## src/rtl/dmem_arbiter_if.sv

```systemverilog
// Bundle of the two cache request ports and the data-memory port seen by
// dmem_arbiter. The slave modport is the arbiter's view; master is the
// view of whatever drives the caches and models the memory.
`timescale 1ns/100ps
interface dmem_arbiter_if #(
    parameter int AW = 32,
    parameter int DW = 32,
    parameter int LW = 128
);
    // Port 0 (I-cache) and port 1 (D-cache) request side
    logic          req0;
    logic          req1;
    logic          we0;
    logic          we1;
    logic [AW-1:0] addr0;
    logic [AW-1:0] addr1;
    logic [DW-1:0] wd0;
    logic [DW-1:0] wd1;
    logic          done0;
    logic          done1;
    logic          err;
    logic [LW-1:0] rdata;
    logic          busy;
    // Data-memory side
    logic          mem_we;
    logic [AW-1:0] mem_a;
    logic [DW-1:0] mem_wd;
    logic          mem_ready;
    logic [LW-1:0] mem_rd;

    modport slave (
        input  req0, req1, we0, we1, addr0, addr1, wd0, wd1, mem_ready, mem_rd,
        output done0, done1, err, rdata, busy, mem_we, mem_a, mem_wd
    );

    modport master (
        output req0, req1, we0, we1, addr0, addr1, wd0, wd1, mem_ready, mem_rd,
        input  done0, done1, err, rdata, busy, mem_we, mem_a, mem_wd
    );
endinterface

```

## src/rtl/dmem_arbiter.sv

```systemverilog
// Round-robin arbiter/sequencer sharing one block-read data memory between
// the I-cache refill port (0) and the D-cache refill/write-through port (1).
// Word writes take one memory cycle; line reads wait on mem_ready with a
// bounded timeout. Every output is driven straight from a register.
`timescale 1ns/100ps
module dmem_arbiter #(
    parameter int AW      = 32,
    parameter int DW      = 32,
    parameter int LW      = 128,
    parameter int TIMEOUT = 64
) (
    input  logic          clk,
    input  logic          rst,
    dmem_arbiter_if.slave bus
);
    localparam int CW = (TIMEOUT > 2) ? $clog2(TIMEOUT) : 1;

    typedef enum logic [1:0] {IDLE, WR, RD_WAIT, RESP} state_t;

    state_t        state_q, state_d;
    logic          owner_q, owner_d;
    logic          last_q, last_d;
    logic [CW-1:0] cnt_q, cnt_d;
    logic          done0_q, done0_d;
    logic          done1_q, done1_d;
    logic          err_q, err_d;
    logic          busy_q, busy_d;
    logic          mem_we_q, mem_we_d;
    logic [AW-1:0] mem_a_q, mem_a_d;
    logic [DW-1:0] mem_wd_q, mem_wd_d;
    logic [LW-1:0] rdata_q, rdata_d;

    logic          gnt_vld;
    logic          gnt;
    logic          sel_we;
    logic [AW-1:0] sel_addr;
    logic [DW-1:0] sel_wd;

    // Pick the winning port: on a tie the port that did not win last time.
    always_comb begin
        gnt_vld = bus.req0 | bus.req1;
        if (bus.req0 && bus.req1) begin
            gnt = ~last_q;
        end else begin
            gnt = bus.req1;
        end
        sel_we   = gnt ? bus.we1   : bus.we0;
        sel_addr = gnt ? bus.addr1 : bus.addr0;
        sel_wd   = gnt ? bus.wd1   : bus.wd0;
    end

    // Next-state and registered-output logic for the transaction sequencer.
    always_comb begin
        state_d  = state_q;
        owner_d  = owner_q;
        last_d   = last_q;
        cnt_d    = cnt_q;
        err_d    = err_q;
        mem_we_d = mem_we_q;
        mem_a_d  = mem_a_q;
        mem_wd_d = mem_wd_q;
        rdata_d  = rdata_q;

        case (state_q)
            IDLE: begin
                err_d = 1'b0;
                if (gnt_vld) begin
                    owner_d = gnt;
                    last_d  = gnt;
                    if (sel_we) begin
                        mem_a_d  = sel_addr;
                        mem_wd_d = sel_wd;
                        mem_we_d = 1'b1;
                        state_d  = WR;
                    end else begin
                        // Line reads always start on a 16-byte boundary.
                        mem_a_d  = {sel_addr[AW-1:4], 4'b0000};
                        mem_we_d = 1'b0;
                        cnt_d    = '0;
                        state_d  = RD_WAIT;
                    end
                end
            end
            WR: begin
                // Write strobe lasts one cycle; memory readiness is irrelevant.
                mem_we_d = 1'b0;
                state_d  = RESP;
            end
            RD_WAIT: begin
                cnt_d = cnt_q + 1'b1;
                // mem_ready is checked first so it wins a tie with the timeout.
                if (bus.mem_ready) begin
                    rdata_d = bus.mem_rd;
                    err_d   = 1'b0;
                    state_d = RESP;
                end else if (cnt_q == CW'(TIMEOUT - 1)) begin
                    rdata_d = '0;
                    err_d   = 1'b1;
                    state_d = RESP;
                end
            end
            RESP: begin
                err_d   = 1'b0;
                state_d = IDLE;
            end
            default: begin
                state_d = IDLE;
            end
        endcase

        // Owner is fixed from grant until RESP, so the pulse follows it.
        done0_d = (state_d == RESP) && !owner_q;
        done1_d = (state_d == RESP) &&  owner_q;
        busy_d  = (state_d != IDLE);
    end

    // State and output registers; reset abandons any transaction in flight.
    always_ff @(posedge clk or negedge rst) begin
        if (!rst) begin
            state_q  <= IDLE;
            owner_q  <= 1'b0;
            last_q   <= 1'b1;
            cnt_q    <= '0;
            done0_q  <= 1'b0;
            done1_q  <= 1'b0;
            err_q    <= 1'b0;
            busy_q   <= 1'b0;
            mem_we_q <= 1'b0;
            mem_a_q  <= '0;
            mem_wd_q <= '0;
            rdata_q  <= '0;
        end else begin
            state_q  <= state_d;
            owner_q  <= owner_d;
            last_q   <= last_d;
            cnt_q    <= cnt_d;
            done0_q  <= done0_d;
            done1_q  <= done1_d;
            err_q    <= err_d;
            busy_q   <= busy_d;
            mem_we_q <= mem_we_d;
            mem_a_q  <= mem_a_d;
            mem_wd_q <= mem_wd_d;
            rdata_q  <= rdata_d;
        end
    end

    assign bus.done0  = done0_q;
    assign bus.done1  = done1_q;
    assign bus.err    = err_q;
    assign bus.busy   = busy_q;
    assign bus.mem_we = mem_we_q;
    assign bus.mem_a  = mem_a_q;
    assign bus.mem_wd = mem_wd_q;
    assign bus.rdata  = rdata_q;
endmodule

```

## src/flat_wrapper.sv

```systemverilog
// flat-port wrapper written by rule: the top's interface ports become plain ports
module dmem_arbiter_flat 
#(
    parameter int AW      = 32,
    parameter int DW      = 32,
    parameter int LW      = 128,
    parameter int TIMEOUT = 64
)
  (clk, rst, bus_req0, bus_req1, bus_we0, bus_we1, bus_addr0, bus_addr1, bus_wd0, bus_wd1, bus_mem_ready, bus_mem_rd, bus_done0, bus_done1, bus_err, bus_rdata, bus_busy, bus_mem_we, bus_mem_a, bus_mem_wd);
  dmem_arbiter_if #(.AW(AW), .DW(DW), .LW(LW)) bus_i ();
  input  logic clk;
  input  logic rst;
  input wire logic [$bits(bus_i.req0)-1:0] bus_req0;
  input wire logic [$bits(bus_i.req1)-1:0] bus_req1;
  input wire logic [$bits(bus_i.we0)-1:0] bus_we0;
  input wire logic [$bits(bus_i.we1)-1:0] bus_we1;
  input wire logic [$bits(bus_i.addr0)-1:0] bus_addr0;
  input wire logic [$bits(bus_i.addr1)-1:0] bus_addr1;
  input wire logic [$bits(bus_i.wd0)-1:0] bus_wd0;
  input wire logic [$bits(bus_i.wd1)-1:0] bus_wd1;
  input wire logic [$bits(bus_i.mem_ready)-1:0] bus_mem_ready;
  input wire logic [$bits(bus_i.mem_rd)-1:0] bus_mem_rd;
  output wire logic [$bits(bus_i.done0)-1:0] bus_done0;
  output wire logic [$bits(bus_i.done1)-1:0] bus_done1;
  output wire logic [$bits(bus_i.err)-1:0] bus_err;
  output wire logic [$bits(bus_i.rdata)-1:0] bus_rdata;
  output wire logic [$bits(bus_i.busy)-1:0] bus_busy;
  output wire logic [$bits(bus_i.mem_we)-1:0] bus_mem_we;
  output wire logic [$bits(bus_i.mem_a)-1:0] bus_mem_a;
  output wire logic [$bits(bus_i.mem_wd)-1:0] bus_mem_wd;
  assign bus_i.req0 = bus_req0;
  assign bus_i.req1 = bus_req1;
  assign bus_i.we0 = bus_we0;
  assign bus_i.we1 = bus_we1;
  assign bus_i.addr0 = bus_addr0;
  assign bus_i.addr1 = bus_addr1;
  assign bus_i.wd0 = bus_wd0;
  assign bus_i.wd1 = bus_wd1;
  assign bus_i.mem_ready = bus_mem_ready;
  assign bus_i.mem_rd = bus_mem_rd;
  assign bus_done0 = bus_i.done0;
  assign bus_done1 = bus_i.done1;
  assign bus_err = bus_i.err;
  assign bus_rdata = bus_i.rdata;
  assign bus_busy = bus_i.busy;
  assign bus_mem_we = bus_i.mem_we;
  assign bus_mem_a = bus_i.mem_a;
  assign bus_mem_wd = bus_i.mem_wd;
  dmem_arbiter #(.AW(AW), .DW(DW), .LW(LW), .TIMEOUT(TIMEOUT)) u_core (.clk(clk), .rst(rst), .bus(bus_i));
endmodule
```

## config.mk

```make
export PLATFORM = sky130hd
export DESIGN_NAME = dmem_arbiter_flat
export DESIGN_NICKNAME = d
export VERILOG_FILES = /design/src/rtl/dmem_arbiter_if.sv /design/src/rtl/dmem_arbiter.sv /design/src/flat_wrapper.sv
export SDC_FILE = /design/constraint.sdc
export NUM_CORES = 1
export LEC_CHECK = 0
export BUFFER_PORTS_ARGS = -buffer_cell sky130_fd_sc_hd__clkbuf_2
export CAP_MARGIN = 20
export CORE_AREA = 2 2 180 182
export DETAILED_ROUTE_END_ITERATION = 10
export DIE_AREA = 0 0 182 184
export MAX_ROUTING_LAYER = met4
export PLACE_DENSITY = 0.55
export REMOVE_ABC_BUFFERS = 1
export SLEW_MARGIN = 20
export SYNTH_ARGS = -nofsm -noshare
export SYNTH_HDL_FRONTEND = slang
export SYNTH_SLANG_ARGS = --single-unit
```

## constraint.sdc

```tcl
create_clock -name clk -period 1.6 [get_ports clk]
set_input_delay 0.32 -clock clk [delete_from_list [all_inputs] [get_ports clk]]
set_output_delay 0.32 -clock clk [all_outputs]
set_load 0.05 [all_outputs]
```

Word level (Yosys, flattened, before mapping)
Index checks and enable logic that the tools add are counted.
{ "totals": {"output_inout_bits": 197, "in_bits": 263, "reg_bits": 207} }
{ "op_classes": {"muxes": 21, "addsub": 1, "n_reduce_logical": 17, "n_eq_ne": 8, "bitwise": 2} }
{ "ops": {"columns": ["op", "count"], "rows": [
  ["$mux 128", 2],
  ["$mux 32", 2],
  ["$mux 6", 2],
  ["$pmux 6 s2", 1],
  ["$reduce_bool 2->1", 5],
  ["$mux 2", 4],
  ["$pmux 2 s4", 1],
  ["$reduce_and 2->1", 4],
  ["$add 6x1->6 const B", 1],
  ["$eq 2x2->1 const B", 3],
  ["$eq 6x6->1 const B", 1],
  ["$mux 1", 6],
  ["$reduce_and 3->1", 2],
  ["$mux 4", 1],
  ["$pmux 1 s2", 2],
  ["$logic_and 1x1->1", 3],
  ["$ne 3x2->1 const B", 1],
  ["$eq 2x1->1 const B", 1],
  ["$logic_not 2->1", 1],
  ["$ne 2x1->1 const B", 1],
  ["$ne 2x2->1 const B", 1],
  ["$reduce_or 2->1", 1],
  ["$logic_not 1->1", 1],
  ["$not 1->1", 1],
  ["$or 1x1->1", 1]
]} }

Depth between registers and ports, before layout
Gate-level depths: netlist (run 1).
{ "depth": {"ltp_word": 8, "mapped_depth": 7, "ltp_nobuf": 6} }

Worst setup path after synthesis (run 1)
OpenSTA, ideal clock, no wires.
{ "synth_timing": {"path_kind": "register to register", "startpoint": "reg u_core.state_q[0]", "endpoint": "reg u_core.mem_wd_q[21] (netlist: u_core.bus.mem_wd[21])", "setup_time_ns": 0.141, "path_slack_ns": -0.029, "n_path_buf": 3, "t_required_ns": 1.459, "synth_period_minus_slack_ns": 1.629, "arrival_time_ns": 1.488, "stages_incl_launch_ff": 7, "cell_sequence": "dfrtp_1 -> inv_1 -> ha_1 -> buf_2 -> buf_2 -> clkbuf_1 -> a31oi_1"} }
{ "synth_between": {"elab_chain_len": 2} }
{ "synth_lines": {"columns": ["element", "line_no", "source"], "rows": [
  ["start, declared", "dmem_arbiter.sv:20", "state_t state_q, state_d;"],
  ["start signal, assigned", "dmem_arbiter.sv:133", "state_q <= state_d;"],
  ["$logic_not 2->1", "dmem_arbiter.sv:64", "case (state_q)"],
  ["$reduce_and 3->1 (no source line)", null, null],
  ["end signal, assigned", "dmem_arbiter.sv:143", "mem_wd_q <= mem_wd_d;"],
  ["end, declared", "dmem_arbiter.sv:30", "logic [DW-1:0] mem_wd_q, mem_wd_d;"]
]} }
No other way between the ends.
A chain may end at the register's enable or synchronous reset.

Worst setup path in the final report (run 1)
{ "layout_timing": {"startpoint": "reg u_core.last_q", "endpoint": "reg u_core.cnt_q[4]"} }
{ "layout_between": {"elab_chain_len": 5} }
{ "layout_lines": {"columns": ["element", "line_no", "source"], "rows": [
  ["start, declared", "dmem_arbiter.sv:22", "logic last_q, last_d;"],
  ["start signal, assigned", "dmem_arbiter.sv:135", "last_q <= last_d;"],
  ["$not 1->1", "dmem_arbiter.sv:43", "gnt = ~last_q;"],
  ["$mux 1", "dmem_arbiter.sv:42", "if (bus.req0 && bus.req1) begin"],
  ["$mux 1", "dmem_arbiter.sv:47", "sel_we = gnt ? bus.we1 : bus.we0;"],
  ["$ne 2x2->1 (no source line)", null, null],
  ["$reduce_and 3->1 (no source line)", null, null],
  ["end signal, assigned", "dmem_arbiter.sv:136", "cnt_q <= cnt_d;"],
  ["end, declared", "dmem_arbiter.sv:23", "logic [CW-1:0] cnt_q, cnt_d;"]
]} }
No other way between the ends.

==> results.json, run 1 <==
{
  "status": "complete, but fails checks",
  "violations": "setup timing",
  "required_ns": 2.00,
  "synth-compound-area-share_pct": 22.1,
  "wl_per_cell_um": 18.7,
  "clock_skew_ns": 0.0162,
  "clk_path_buf_depth": 3,
  "area_growth_syn_to_layout_pct": 56.1,
  "hold_path_class": "in2reg",
  "clk_latency_ns": 0.52,
  "ys_seq_area_share_pct": 62.2,
  "yosysMostFrequentCell": "dfrtp_1",
  "synth_mux_area_share_pct": 7.83,
  "startpoint_type": "flip-flop",
  "clock-sinks": 207,
  "cts.htree.levels": 1,
  "synth_area_leaders": "dfrtp_1 (62%), a22o_1 (14%), mux2i_1 (7.7%), a31oi_1 (2.6%), o21ai_0 (2.2%)",
  "fin_hold_ws_ns": 0.0267,
  "grt_overflow_total": 0,
  "rsz0062_at_grt": "yes",
  "yosysWarnings": 0,
  "drt_first_pass_iters": 4,
  "maxCapViolCount": 0,
  "synth_edf_count": 0,
  "path_max_fanout": 6,
  "ant_nets": 0,
  "drc": 0,
  "coreArea_um2": 31400,
  "start_util_pct": 26.5,
  "min_period_over_period_pct": 101,
  "yosys.area.top_type": "dfrtp_1",
  "drive_gt1_share_pct": 50.2,
  "grtUsageTotal_pct": 17.2,
  "drt_iter0_drc": 257,
  "synth_top_cell_area_share_pct": 61.9,
  "numPortBuffers": 459,
  "io_pins": 460,
  "place_hpwl_mm": 22.0,
  "critPathKind": "reg2reg",
  "synth-seq-cells": 207,
  "fin_crit_ns": 1.62,
  "yosys.area_share.simple_pct": 3.54,
  "stdcell_area_um2": 13000,
  "finalHoldViolations": 0,
  "avgSynthCellArea_um2": 12.8,
  "rows": 65,
  "final_core_utilization_pct": 41.4,
  "synth-adder-area-share_pct": 0.601,
  "antenna_found_initial": 4,
  "layout.nets": 1448,
  "synth-xor-area-share_pct": 0,
  "switching_power_mw": 16.4,
  "gp_congestion": 0.794,
  "synth_common_cells": "dfrtp_1 (206), a22o_1 (130), mux2i_1 (64)",
  "power_frac_seq_pct": 27.9,
  "grt_max_degree": 62,
  "cts_tree": "built",
  "numCtsBuffers": 24,
  "tightest_slew_ns": 0.376,
  "power.density_nw_per_um2": 2530,
  "routed_wirelength_mm": 30.0,
  "die_h_um": 184,
  "arrival_ns": 2.02,
  "leakage_nw": 6.84,
  "first_global_vias": 7469,
  "dr_total_vias": 7485,
  "p_comb_share_pct": 54.5,
  "clkTransAtPathRegs_ns": 0.06,
  "ys.flop_type": "dfrtp_1",
  "root_buffer": "clkbuf_16",
  "fillers": 3052,
  "die_x_um": 182,
  "pwr-share-clk_pct": 17.6,
  "placed_cell_area_um2": 11500,
  "synth_area_um2": 8330,
  "dp_cells": 1515,
  "end_kind": "flip-flop",
  "ir_drop_mv": 1.10,
  "synthArstFlopShare_pct": 100,
  "grt_pass1_wl_mm": 44.0,
  "finalWorstSetupSlack_ns": -0.0229,
  "dieArea_um2": 33500,
  "p_int_mw": 16.5,
  "slew_headroom_pct": 74.9,
  "final_max_slew_viol_count": 0,
  "synth_cell_types": 39,
  "fmax_mhz": 616,
  "switching_share_pct": 49.8,
  "setup_violations": 2,
  "detail_route.vias_per_cell": 4.67,
  "synthCells": 653,
  "synth_top_family_by_area": "compound AO/OA/AOI/OAI gates",
  "fin_cells": 1602
}
placed cells by master (no fill, tap or decap), types with 4 or more instances in the layout:
cell type,netlist,final
nand2_1,40,39
clkbuf_2,0,458
a22o_1,130,130
a21oi_1,33,31
clkbuf_16,0,28
buf_4,10,49
dfrtp_1,206,206
clkbuf_8,0,5
inv_1,6,5
o21ai_0,36,31
clkinv_2,0,6
o21ai_1,1,4
nor2_1,6,5
a31oi_1,34,34
dlygate4sd3_1,0,24
buf_6,0,5
buf_12,0,18
mux2i_1,64,63
area by class of cell:
type | count | area [µm²] | area share [%]
Multi-Input combinational cell | 381 | 2980 | 22.9
Inverter | 6 | 22.5 | 0.173
Tap cell | 402 | 503 | 3.87
Clock buffer | 33 | 706 | 5.43
Timing Repair Buffer | 561 | 3480 | 26.7
Antenna cell | 1 | 2.50 | 0.0192
Clock inverter | 11 | 138 | 1.06
Sequential cell | 207 | 5180 | 39.8
flip-flops by register name, summed over array words and instances (netlist names):
name	count
u_core.bus.mem_a	32
u_core.bus.rdata	128
u_core.bus.done1	1
u_core.bus.done0	1
u_core.owner_q	1
u_core.bus.mem_we	1
u_core.state_q	2
u_core.last_q	1
u_core.bus.mem_wd	32
u_core.cnt_q	6
u_core.bus.busy	1
u_core.bus.err	1
critical path: stages, from the launching register on:
cell and delay (ns):
dfstp_2 0.54, and2b_2 0.26, o221ai_4 0.22, o21ai_4 0.13, a221o_1 0.35
worst paths after layout:
check / from / to / slack (ns) / cells past startpoint
setup reg to reg: u_core.last_q / u_core.cnt_q[4] / -0.02 / 4
max in group asynchronous: rst / u_core.last_q / 0.70 / 3
min in group asynchronous: rst / u_core.bus.rdata[9] / 0.29 / 2
setup / recovery: u_core.last_q / u_core.cnt_q[4] / -0.02 / 4
hold / removal: bus_mem_rd[42] / u_core.bus.rdata[42] / 0.03 / 2
hold reg to reg: u_core.bus.mem_a[21] / u_core.bus.mem_a[21] / 0.48 / 2
per-layer routing:
| layer | part of all wire [%] | vias to the layer above | track usage (%) |
|---|---|---|---|
| li1 | - | 3509 | - |
| met1 | 40 | 3586 | 20.7 |
| met2 | 50 | 354 | 29.2 |
| met4 | 1.4 | 0 | 3.58 |
| met5 | 0 | - | - |
| met3 | 8.1 | 36 | 4.40 |
logic make-up (layout without fill, tap and decap cells):
kind of cell | Yosys count | count (layout)
mux | 65 | 65
buf+inv | 65 | 611
fa+ha+maj | 4 | 4
flops | 207 | 207
other cells | 0 | 1
simple gates | 65 | 65
compound gates | 247 | 247
metrics by stage:
step                setup TNS, ns  power [mW]  setup WS [ns]
global placement           -0.117        26.2        -0.0439
detailed placement          -2.67        26.4        -0.0714
finish                    -0.0320        32.9        -0.0229
CTS                        -0.194        32.9        -0.0293
global route                -1.57        34.5        -0.0879
floorplan                 -971.42        21.1          -6.65
power by group through the flow:
stage	Clock (mW)	Sequential, mW	Combinational (mW)
final	5.80	9.18	17.9
after global routing	6.19	9.46	18.9
after CTS	5.99	9.17	17.7
after detailed placement	0	9.18	17.2
after global placement	0	9.19	17.0
after floorplan	0	17.2	3.99
what timing repair did:
item,CTS,global route
buffers inserted,10,3
endpoints found under the setup margin,143,139
hold buffers,24,0
endpoints found under the hold margin,50,0
cloned,1,4
pin swaps,6,5
gates resized for setup,15,17
Note: power is estimated with default switching activity, not from simulation.
==> run 2, diff against run 1 <==
Settings changed: CORE_AREA 2 2 180 182 to not set, CORE_MARGIN set to 2, CORE_UTILIZATION set to 23, DIE_AREA 0 0 182 184 to not set, PLACE_DENSITY 0.55 to 0.5.
==> results.json, run 2 (same netlist as run 1, synthesis figures left out) <==
{
  "required_ns": 2.03,
  "fmax_mhz": 611,
  "violations": "DRC, setup timing",
  "ant_nets": 0,
  "numPortBuffers": 459,
  "drt_iter0_drc": 378,
  "worst_hold_startpoint": "bus_mem_rd[33]",
  "tns_ns": -0.191,
  "clk_latency_ns": 0.52,
  "tightest_slew_ns": 0.381,
  "detail_route.vias_per_cell": 4.49,
  "dr_total_vias": 7618,
  "coreArea_um2": 35700,
  "wl_per_cell_um": 17.4,
  "final_max_slew_viol_count": 0,
  "root_buffer": "clkbuf_16",
  "clkTransAtPathRegs_ns": 0.06,
  "whs_path_depth": 2,
  "cts.htree.levels": 1,
  "layout.nets": 1483,
  "fin_crit_ns": 1.64,
  "regArea_um2": 5180,
  "gp_congestion": 0.789,
  "r2r_end": "u_core.bus.mem_wd[18]",
  "rows": 69,
  "critPathKind": "reg2reg",
  "cts_tree": "built",
  "dieArea_um2": 37800,
  "reg2reg_depth": 6,
  "final_core_utilization_pct": 38.1,
  "grt_overflow_total": 0,
  "finalHoldViolations": 0,
  "drc": 35,
  "antenna_cells": 0,
  "arrival_ns": 2.07,
  "clock_skew_ns": 0.0186,
  "rsz0062_at_grt": "yes",
  "area_growth_syn_to_layout_pct": 63.1,
  "clock-sinks": 207,
  "maxCapViolCount": 0,
  "drt_first_pass_iters": 11,
  "io_pins": 460,
  "largest_register_ffs": 128,
  "die_x_um": 194,
  "antenna_found_initial": 0,
  "r2r_slack_ns": -0.04,
  "most-common-layout-cells": "clkbuf_2 (458), dfrtp_1 (206), a22o_1 (130)",
  "power.density_nw_per_um2": 2440,
  "hold_path_class": "in2reg",
  "path_max_fanout": 8,
  "layout_commonest_cell": "clkbuf_2",
  "slew_headroom_pct": 74.6,
  "grtUsageTotal_pct": 14.9,
  "start_util_pct": 23.4,
  "grt_max_degree": 67,
  "fillers": 3540,
  "reg2reg_from": "u_core.last_q",
  "min_period_over_period_pct": 102,
  "routed_wirelength_mm": 29.5,
  "clk_path_buf_depth": 3,
  "drive_gt1_share_pct": 49.1,
  "end_kind": "flip-flop",
  "finalWorstSetupSlack_ns": -0.0364,
  "ir_drop_mv": 0.951,
  "leakage_nw": 7.08,
  "die_h_um": 194,
  "numCtsBuffers": 24,
  "status": "complete, but fails checks",
  "hold-path-endpoint": "u_core.bus.rdata[33]",
  "grt_pass1_wl_mm": 44.1,
  "multi_input_comb_area_um2": 2960,
  "startpoint_type": "flip-flop",
  "setup_violations": 15,
  "place_hpwl_mm": 20.7,
  "first_global_vias": 7844
}
==> run 2: cell types whose count changed in the layout (fill, tap and decap cells not counted), moves of 3 or more <==
| cell | previous run | this run |
|---|---|---|
| clkbuf_16 | 28 | 37 |
| o21ai_1 | 4 | 1 |
| buf_16 | 2 | 5 |
| o21ai_0 | 31 | 34 |
| buf_4 | 49 | 46 |
| dlygate4sd3_1 | 24 | 50 |
==> run 2: repair_timing <==
action | in CTS | in global routing
hold buffers | 50 | 0
pin swaps | 9 | 94
cloned | 1 | 14
hold endpoints to repair | 169 | 0
buffers inserted | 3 | 11
setup endpoints to repair | 152 | 192
gates resized for setup | 11 | 19
==> run 2: metal layers <==
| metal | routed length (µm) | track usage, % |
|---|---|---|
| met1 | 12300 | 18.1 |
| met2 | 14100 | 24.5 |
| met3 | 2290 | 3.37 |
| met4 | 867 | 5.27 |
| met5 | 0 | - |
==> run 2: cell type report <==
cell class	count	share of cell area [%]
Timing Repair Buffer	596	29.7
Clock inverter	9	0.700
Clock buffer	35	5.32
Tap cell	461	4.24
Inverter	6	0.166
Sequential cell	207	38.1
Multi-Input combinational cell	381	21.8
==> run 2: worst max-delay path by stage <==
stage	end	start	slack [ns]
after detailed placement	u_core.cnt_q[2]	bus_req0	-0.06
after floorplan	u_core.bus.rdata[0]	u_core.cnt_q[0]	-6.65
after global routing	u_core.bus.mem_wd[2]	u_core.last_q	-0.1
final	u_core.bus.mem_wd[18]	u_core.last_q	-0.04
after CTS	u_core.cnt_q[2]	u_core.last_q	-0.05
after global placement	u_core.bus.mem_wd[25]	u_core.last_q	-0.02
==> run 2: metrics by stage <==
step | worst slack, ns | hold WS [ns] | cell area [µm²] | cells | power [mW]
after floorplan | -6.65 | 0.0244 | 8050 | 594 | 21.1
after global placement | -0.0196 | 0.180 | 11600 | 1572 | 26.4
after detailed placement | -0.0589 | 0.181 | 11600 | 1572 | 26.5
after CTS | -0.0450 | 0.0000525 | 13100 | 1670 | 32.6
after global routing | -0.0967 | 0.00682 | 13600 | 1695 | 34.9
final | -0.0364 | 0.0280 | 13600 | 1695 | 33.2
==> run 2: worst max-delay path: stages (launching register included) <==
cell and delay [ns]:
dfstp_2 0.56, and2b_2 0.26, o2bb2ai_4 0.16, buf_12 0.17, clkbuf_16 0.16, a21oi_1 0.06, a31oi_1 0.17
==> run 2: power breakdown <==
| part | internal (mW) | switching (mW) | total (mW) |
|---|---|---|---|
| Sequential | 7.71 | 1.40 | 9.11 |
| Combinational | 5.59 | 12.9 | 18.4 |
| Clock | 3.45 | 2.19 | 5.64 |
==> run 3, diff against run 2 <==
Settings changed: CORE_AREA set to 2 2 181 183, CORE_MARGIN 2 to not set, CORE_UTILIZATION 23 to not set, DIE_AREA set to 0 0 183 185, PLACE_DENSITY 0.5 to 0.55.
==> results.json, run 3 (same netlist as run 1, synthesis figures left out) <==
{
  "layout.nets": 1429,
  "dieArea_um2": 33900,
  "clkTransAtPathRegs_ns": 0.06,
  "leakage_nw": 6.70,
  "ir_drop_mv": 0.940,
  "min_period_over_period_pct": 104,
  "fin_cells": 1583,
  "slew_headroom_pct": 75.9,
  "drc": 0,
  "rsz0062_at_grt": "yes",
  "r2r_slack_ns": -0.07,
  "clock_skew_ns": 0.00618,
  "wl_per_cell_um": 18.7,
  "pwr-share-clk_pct": 15.5,
  "finalHoldViolations": 0,
  "path_max_fanout": 5,
  "most-common-layout-cells": "clkbuf_2 (458), dfrtp_1 (206), a22o_1 (130)",
  "startpoint": "u_core.last_q",
  "critPathKind": "reg2reg",
  "coreArea_um2": 32000,
  "dp_slack_ns": -0.149,
  "switching_power_mw": 16.4,
  "tightest_slew_ns": 0.360,
  "violations": "setup timing",
  "grt_max_degree": 63,
  "io_pins": 460,
  "fin_hold_ws_ns": 0.0307,
  "startpoint_type": "flip-flop",
  "worst_hold_startpoint": "bus_mem_rd[107]",
  "p_int_mw": 15.8,
  "cts_tree": "built",
  "fin_crit_ns": 1.67,
  "ant_nets": 0,
  "detail_route.vias_per_cell": 4.67,
  "grt_overflow_total": 0,
  "grtUsageTotal_pct": 15.8,
  "final_max_slew_viol_count": 0,
  "grt_pass1_wl_mm": 41.0,
  "drt_iter0_drc": 334,
  "rows": 66,
  "routed_wirelength_mm": 29.6,
  "antenna_found_initial": 0,
  "clk_latency_ns": 0.50,
  "die_h_um": 185,
  "dp_cells": 1496,
  "path_cells": "and2b_2 > o2bb2ai_4 > buf_4 > buf_4 > nand2_2 > o21ai_0",
  "hold-path-endpoint": "u_core.bus.rdata[107]",
  "crit_slowest_cell": "dfstp_2",
  "die_x_um": 183,
  "cp_top_family": "flip-flops",
  "reg2reg_from": "u_core.last_q",
  "cp_num_buf_inv": 2,
  "switching_share_pct": 50.9,
  "clock-sinks": 207,
  "start_util_pct": 26.0,
  "finalWorstSetupSlack_ns": -0.0692,
  "end_kind": "flip-flop",
  "maxCapViolCount": 0,
  "area_growth_syn_to_layout_pct": 53.8,
  "numCtsBuffers": 24,
  "antenna_cells": 0,
  "place_hpwl_mm": 19.9,
  "dr_total_vias": 7394,
  "arrival_ns": 2.09,
  "drt_first_pass_iters": 4,
  "reg2reg_depth": 6,
  "fillers": 3132,
  "largest_register_ffs": 128,
  "root_buffer": "clkbuf_16",
  "layout_commonest_cell": "clkbuf_2",
  "whs_path_depth": 2,
  "cts.htree.levels": 1,
  "r2r_end": "u_core.bus.mem_a[1]",
  "fmax_mhz": 599,
  "gp_congestion": 0.814,
  "power_frac_seq_pct": 28.4,
  "first_global_vias": 7275,
  "clk_path_buf_depth": 3,
  "numPortBuffers": 459,
  "p_comb_share_pct": 56.1,
  "drive_gt1_share_pct": 49.4,
  "status": "complete, but fails checks",
  "setup_violations": 39,
  "required_ns": 2.02,
  "hold_path_class": "in2reg",
  "cpPeakStageDelay_ns": 0.56,
  "power.density_nw_per_um2": 2520,
  "crit_top_cell": "buf_4"
}
[run 3: cell count changes in the layout (fill, tap and decap cells not counted), sizes merged, moves of 2 or more]
cell / before / now
dlygate4sd3: 50 / 21
clkbuf: 506 / 500
clkinv: 7 / 4
buf: 75 / 54
bufinv: 2 / 0
[run 3: worst max-delay path by stage]
stage	endpoint	slack [ns]	cells past startpoint
CTS	u_core.bus.done0	-0.02	5
global route	u_core.bus.mem_wd[17]	-0.11	6
detailed placement	u_core.cnt_q[2]	-0.15	4
floorplan	u_core.bus.rdata[0]	-6.65	5
global placement	u_core.cnt_q[3]	-0.08	4
finish	u_core.bus.mem_a[1]	-0.07	6
[run 3: per-layer routing]
| metal | global-route usage [%] | part of all wire (%) |
|---|---|---|
| met1 | 19.5 | 43 |
| met2 | 26.7 | 49 |
| met3 | 2.91 | 6.7 |
| met4 | 4.13 | 1.9 |
| met5 | - | 0 |
[run 3: what timing repair did]
item / CTS / global route
setup buffers: 5 / 8
endpoints found under the hold margin: 40 / 0
gates resized for setup: 17 / 24
endpoints found under the setup margin: 101 / 138
hold buffers: 21 / 0
pin swaps: 11 / 52
cloned: 2 / 12
[run 3: through the flow]
step	instance area (µm²)	power, mW	util [%]	setup TNS (ns)
floorplan	8050	21.1	-	-971.42
global placement	11300	26.0	35.3	-1.16
detailed placement	11300	26.2	35.3	-5.73
CTS	12400	31.8	38.7	-0.0727
global route	12800	33.8	40.0	-8.92
finish	12800	32.2	40.0	-1.76
[run 3: layout make-up]
| class | count | area, µm² | share of cell area (%) |
|---|---|---|---|
| inverters | 6 | 22.5 | 0.176 |
| multi-input cells | 381 | 3000 | 23.4 |
| well taps | 408 | 510 | 3.98 |
| clock buffers | 33 | 676 | 5.27 |
| repair buffers | 542 | 3380 | 26.4 |
| flip-flops and latches | 207 | 5180 | 40.4 |
| clock inverters | 6 | 36.3 | 0.283 |
[run 3: power by group through the flow]
| stage | Combinational (mW) | Clock [mW] | Sequential, mW |
|---|---|---|---|
| 2_1_floorplan | 3.99 | 0 | 17.2 |
| 3_3_place_gp | 16.9 | 0 | 9.13 |
| 3_5_place_dp | 17.0 | 0 | 9.15 |
| 4_1_cts | 17.5 | 5.22 | 9.12 |
| 5_1_grt | 19.0 | 5.40 | 9.44 |
| 6_report | 18.1 | 5.01 | 9.16 |
